### src/rtl/video_stream_gen.sv
// Video test-pattern source: frames of xRes x yRes pixels with VS/HS blanking, frame count and pattern modes.
// Latency: VS rises one edge after an accepted start; each pixel is registered one edge after its decision.
// Backpressure: hold freezes x/y and drops dOutEn while in PIX; dOut keeps the last pixel. Ignored elsewhere.
//
// Ports:
//   clka, rst               clock (rising edge), asynchronous active-high reset
//   start, abort, hold      begin sequence (IDLE only), synchronous stop, pixel backpressure
//   mode                    0 ramp, 1 colour bars, 2 checkerboard, 3 constant
//   xRes, yRes              active pixels per row / rows per frame (latched on start)
//   hBlank, vBlank          HS / VS high cycles, 0 behaves as 1 (latched on start)
//   numFrames, constVal     frames to emit (0 = endless), mode-3 pixel value (latched on start)
//   dOut, dOutEn            pixel data and valid
//   HS, VS, busy, done      row sync, frame sync, not idle, one-cycle end pulse
//   frameCnt                frames completed since start
module video_stream_gen #(
  parameter int CH_W     = 8,
  parameter int NUM_CH   = 3,
  parameter int RES_W    = 11,
  parameter int BLANK_W  = 8,
  parameter int FRM_W    = 8,
  parameter int BAR_LOG2 = 6,
  parameter int CHK_LOG2 = 5
) (
  input  logic                     clka,
  input  logic                     rst,
  input  logic                     start,
  input  logic                     abort,
  input  logic                     hold,
  input  logic [1:0]               mode,
  input  logic [RES_W-1:0]         xRes,
  input  logic [RES_W-1:0]         yRes,
  input  logic [BLANK_W-1:0]       hBlank,
  input  logic [BLANK_W-1:0]       vBlank,
  input  logic [FRM_W-1:0]         numFrames,
  input  logic [CH_W*NUM_CH-1:0]   constVal,
  output logic [CH_W*NUM_CH-1:0]   dOut,
  output logic                     dOutEn,
  output logic                     HS,
  output logic                     VS,
  output logic                     busy,
  output logic                     done,
  output logic [FRM_W-1:0]         frameCnt
);

  localparam int DATA_W = CH_W * NUM_CH;

  typedef enum logic [2:0] {IDLE, VSB, PIX, HSB, DONE} state_t;

  state_t             state;
  logic [RES_W-1:0]   x;
  logic [RES_W-1:0]   y;
  logic [BLANK_W-1:0] bcnt;

  // Configuration captured on an accepted start
  logic [1:0]         mode_l;
  logic [RES_W-1:0]   xres_l;
  logic [RES_W-1:0]   yres_l;
  logic [BLANK_W-1:0] hblank_l;
  logic [BLANK_W-1:0] vblank_l;
  logic [FRM_W-1:0]   nframes_l;
  logic [DATA_W-1:0]  const_l;

  // Blank counters count down to zero, so load length-1; a zero length acts as one cycle.
  logic [BLANK_W-1:0] hb_m1;
  logic [BLANK_W-1:0] vb_m1;
  logic [BLANK_W-1:0] vb_in_m1;
  logic [FRM_W-1:0]   frame_next;
  logic               last_x;
  logic               last_y;

  assign hb_m1      = (hblank_l == '0) ? '0 : hblank_l - 1'b1;
  assign vb_m1      = (vblank_l == '0) ? '0 : vblank_l - 1'b1;
  assign vb_in_m1   = (vBlank == '0)   ? '0 : vBlank - 1'b1;
  assign frame_next = frameCnt + 1'b1;
  assign last_x     = (x == xres_l - 1'b1);
  assign last_y     = (y == yres_l - 1'b1);

  // Pixel value for coordinate (px, py) in frame fc; channel 0 occupies the MSBs.
  function automatic logic [DATA_W-1:0] pattern(
    input logic [1:0]        m,
    input logic [RES_W-1:0]  px,
    input logic [RES_W-1:0]  py,
    input logic [FRM_W-1:0]  fc,
    input logic [DATA_W-1:0] cv
  );
    logic [DATA_W-1:0] p;
    logic [CH_W-1:0]   ramp;
    logic [2:0]        bar;
    logic              chk;
    p    = '0;
    ramp = CH_W'(32'(px) + 32'(py) + 32'(fc));
    bar  = px[BAR_LOG2+2:BAR_LOG2];
    chk  = px[CHK_LOG2] ^ py[CHK_LOG2];
    for (int i = 0; i < NUM_CH; i++) begin
      case (m)
        2'd0:    p[(NUM_CH-1-i)*CH_W +: CH_W] = ramp;
        2'd1:    p[(NUM_CH-1-i)*CH_W +: CH_W] = {CH_W{bar[2 - (i % 3)]}};
        2'd2:    p[(NUM_CH-1-i)*CH_W +: CH_W] = {CH_W{chk}};
        default: p[(NUM_CH-1-i)*CH_W +: CH_W] = cv[(NUM_CH-1-i)*CH_W +: CH_W];
      endcase
    end
    return p;
  endfunction

  always_ff @(posedge clka or posedge rst) begin
    if (rst) begin
      state     <= IDLE;
      x         <= '0;
      y         <= '0;
      bcnt      <= '0;
      mode_l    <= '0;
      xres_l    <= '0;
      yres_l    <= '0;
      hblank_l  <= '0;
      vblank_l  <= '0;
      nframes_l <= '0;
      const_l   <= '0;
      dOut      <= '0;
      dOutEn    <= 1'b0;
      HS        <= 1'b0;
      VS        <= 1'b0;
      busy      <= 1'b0;
      done      <= 1'b0;
      frameCnt  <= '0;
    end else begin
      done <= 1'b0;
      if (abort && state != IDLE) begin
        // Abort overrides every transition and suppresses done
        state  <= IDLE;
        dOutEn <= 1'b0;
        HS     <= 1'b0;
        VS     <= 1'b0;
        busy   <= 1'b0;
      end else begin
        case (state)
          IDLE: begin
            if (start && xRes != '0 && yRes != '0) begin
              mode_l    <= mode;
              xres_l    <= xRes;
              yres_l    <= yRes;
              hblank_l  <= hBlank;
              vblank_l  <= vBlank;
              nframes_l <= numFrames;
              const_l   <= constVal;
              frameCnt  <= '0;
              x         <= '0;
              y         <= '0;
              bcnt      <= vb_in_m1;
              VS        <= 1'b1;
              busy      <= 1'b1;
              state     <= VSB;
            end
          end
          VSB: begin
            if (bcnt == '0) begin
              // First pixel of the frame is issued on the same edge VS drops
              VS     <= 1'b0;
              dOutEn <= 1'b1;
              dOut   <= pattern(mode_l, '0, '0, frameCnt, const_l);
              x      <= '0;
              y      <= '0;
              state  <= PIX;
            end else begin
              bcnt <= bcnt - 1'b1;
            end
          end
          PIX: begin
            // x/y name the pixel currently on dOut; hold keeps it and drops valid
            if (hold) begin
              dOutEn <= 1'b0;
            end else if (last_x) begin
              dOutEn <= 1'b0;
              x      <= '0;
              if (!last_y) begin
                y     <= y + 1'b1;
                HS    <= 1'b1;
                bcnt  <= hb_m1;
                state <= HSB;
              end else begin
                y        <= '0;
                frameCnt <= frame_next;
                if (nframes_l != '0 && frame_next == nframes_l) begin
                  done  <= 1'b1;
                  state <= DONE;
                end else begin
                  VS    <= 1'b1;
                  bcnt  <= vb_m1;
                  state <= VSB;
                end
              end
            end else begin
              x      <= x + 1'b1;
              dOutEn <= 1'b1;
              dOut   <= pattern(mode_l, x + 1'b1, y, frameCnt, const_l);
            end
          end
          HSB: begin
            if (bcnt == '0) begin
              HS     <= 1'b0;
              dOutEn <= 1'b1;
              dOut   <= pattern(mode_l, '0, y, frameCnt, const_l);
              state  <= PIX;
            end else begin
              bcnt <= bcnt - 1'b1;
            end
          end
          DONE: begin
            busy  <= 1'b0;
            state <= IDLE;
          end
          default: begin
            state  <= IDLE;
            dOutEn <= 1'b0;
            HS     <= 1'b0;
            VS     <= 1'b0;
            busy   <= 1'b0;
          end
        endcase
      end
    end
  end

endmodule
### config.mk
export PLATFORM = sky130hd
export DESIGN_NAME = video_stream_gen
export DESIGN_NICKNAME = d
export VERILOG_FILES = /design/src/rtl/video_stream_gen.sv
export SDC_FILE = /design/constraint.sdc
export NUM_CORES = 1
export LEC_CHECK = 0
export CAP_MARGIN = 20
export CORE_MARGIN = 4
export CORE_UTILIZATION = 50
export CTS_CLUSTER_DIAMETER = 50
export DETAILED_ROUTE_END_ITERATION = 12
export HOLD_SLACK_MARGIN = 0.06
export PLACE_DENSITY = 0.76
export RECOVER_POWER = 100
export SYNTH_ARGS = -nofsm -noshare
export SYNTH_HDL_FRONTEND = slang
export SYNTH_SLANG_ARGS = --single-unit
### constraint.sdc
create_clock -name clka -period 4.7 [get_ports clka]
set_input_delay 0.94 -clock clka [delete_from_list [all_inputs] [get_ports clka]]
set_output_delay 0.94 -clock clka [all_outputs]
set_load 0.01 [all_outputs]
==> qor.txt <==
status = finished with violations
failing checks = max-capacitance violations, max-slew violations
number of setup buffers added after CTS = 0
register area share after synthesis = 37.40%
Final GP Congestion = 0.9353
asr flop ratio synth = 100.0%
crit-path cells = nand3_4, or3_1, a2111oi_2, nand4_1, or4_1, o211ai_1, inv_2, a22o_1
commonest non-fill, non-tap cell in the layout = nand2_1
clock sinks = 142
share of layout cells above drive strength 1 = 7.832%
Req. time, crit path = 5.02 ns
Clock Tree Buf Depth = 2
Final Hold Fails = 0
multiplexer area fraction after synthesis = 4.411%
Setup Skew = 0.008650 ns
Clk pin slew, worst setup/hold paths = 0.06 ns
worst hold path type = reg -> reg
Synth Area in Compound Gates = 18.98%
Post-Place Cells = 1416
vias = 8676
max-cap violation count = 3
die height = 145.9 µm
DRT Pass-1 Iters = 6
Net Count, Synth = 1225
CP max stage cell = o211ai_1
root buffer cell = clkbuf_16
Num CTS Buffers = 17
post-synth cell types = 82
PD cells = 532.2 nW/µm²
Area contributors post-synth = dfrtp_1 (37%), nand2_1 (8.2%), o21ai_0 (5.2%), xnor2_1 (4.3%), mux2_2 (3.7%)
Peak VDD IR = 0.2768 mV
post_cts resized = 0
TritonCTS clock tree = yes
largest net degree at the start of global routing = 72
initial antenna violation count = 0
pre-CTS WS = 1.136 ns
first-pass GRT wire length = 43200 µm
Die X = 145.9 µm
leakage = 4.889 nW
DP Wirelength = 19410 µm
core box area = 18710 µm²
most frequent cells in the layout = nand2_1 (207), dfrtp_1 (142), o21ai_0 (102)
CP delay by family, top = compound AO/OA/AOI/OAI gates
Port Buffers = 113
Remaining DRCs = 0
number of synthesized register bits = 142
# IOs = 114
die area = 21270 µm²
xor and xnor fraction of the mapped netlist area = 7.137%
Area Overhead vs Synth = 18.66%
Final Power = 6.000 mW
fmax = 254.2 MHz
WL final = 26210 µm
Most used DFF post-synth = dfrtp_1
Buf/Inv on CP = 1
H-Tree Level Count = 4
fill count = 1625
Crit Path Class = reg -> reg
post-synthesis adder-cell area fraction = 5.294%
cell row count = 50
Worst setup SP type = flip-flop
RSZ-0062 raised after global routing = no
WP data arrival = 4.25 ns
Yosys top cell area share = 37.40%
initial drt markers = 763
Routed Antenna Nets = 0
Final Max Slew Viols = 172
Multi-input gate area = 5455 µm²
total gr overflow = 0
period utilization = 83.70%
Synth Warn # = 0
CP max FO = 14
Synth Area in Simple Gates = 21.96%
min Tclk post-route = 3.934 ns
nature of the critical path endpoint = flip-flop
fin nets = 1313
CP max stage delay = 0.98 ns
ant diodes = 0
Final setup violation count = 0
vias in the first global route = 8527
setup ws final = 0.7663 ns
Avg Synthesized Cell Area = 8.529 µm²
final cell count without fillers = 1447
Via density = 5.996
WHS = 0.4791 ns
post-synthesis cell count = 1114
relative slew slack = -11.58%
synthesized cell area = 9502 µm²
Post-synth EDFFs = 0
leading area contributor after synthesis = dfrtp_1
setup TNS = 0 ns
clock latency on the worst-skew pair = 0.43 ns
Avg WL per Cell = 18.11 µm
gr usage total = 24.85%
total area of sequential cells = 3553 µm²
Starting Density = 50.80%
cts hold-fix bufs = 0
largest family of logic cells by synthesized area = simple AND/OR/NAND/NOR gates
worst slew pin tran = 1.674 ns
## worst reg2reg max path, stage by stage, from the launching register on
cell and delay, ns:
dfrtp_1 0.65, nand3_4 0.14, or3_1 0.41, a2111oi_2 0.36, nand4_1 0.26, or4_1 0.65
o211ai_1 0.98, inv_2 0.13, a22o_1 0.25
## power by group
part,total (mW),switching (mW),internal [mW]
Combinational,2.47,1.37,1.10
Clock,1.33,0.530,0.800
Sequential,2.20,0.530,1.67
## metrics by stage
stage          instance area [µm²]  utilization [%]
2_1_floorplan                 9505                -
3_3_place_gp                 10770            57.58
3_5_place_dp                 10770            57.58
4_1_cts                      11340            60.64
5_1_grt                      11270            60.27
6_report                     11270            60.27
## kinds of logic after synthesis
logic type / count (synthesis)
fa+ha+maj: 35
xor+xnor: 71
flops: 142
simple gates: 442
mux: 38
buf+inv: 106
compound gates: 280
## per-layer routing
layer | track usage (%) | wire length [µm] | vias to the layer above
met1 | 33.25 | 11450 | 4145
met3 | 5.325 | 1929 | 42
met2 | 40.47 | 12290 | 364
met5 | 0 | 0 | -
li1 | - | - | 4125
met4 | 7.977 | 535 | 0
## cells in the mapped netlist, types with 15 or more instances
cell and count:
a21oi_1 47, nor4_1 17, xor2_1 20, clkbuf_1 36
dfrtp_1 142, o21ai_0 99, nand2_1 207, nand3_1 25
o31ai_1 15, nor2_1 73, ha_1 25, inv_1 45
xnor2_1 47, mux2_2 31, nor3_1 36
## registers in the layout, summed over array words and instances (netlist names), 2 cells and up
register	cells
dOut	24
frameCnt	8
y	11
xres_l	11
state	3
bcnt	8
nframes_l	8
mode_l	2
x	11
vblank_l	8
yres_l	11
const_l	24
hblank_l	8
## cell type report
type	instances	area share, %
inverter	48	1.609
multi-input combinational	866	48.39
clock buffer	20	4.051
tap	234	2.597
sequential	142	31.52
timing repair buffer	127	10.81
clock inverter	10	1.032
## worst paths after layout
path | startpoint | to | slack, ns | depth (start not counted)
max reg2reg | frameCnt[2] | bcnt[2] | 0.77 | 8
max | frameCnt[2] | bcnt[2] | 0.77 | 8
min reg2reg | dOut[18] | dOut[18] | 0.48 | 2
max in group asynchronous | rst | dOut[2] | 1.28 | 3
min | dOut[18] | dOut[18] | 0.48 | 2
min in group asynchronous | rst | vblank_l[1] | 1.25 | 2
No activity file was read; power rests on OpenSTA's default activity.
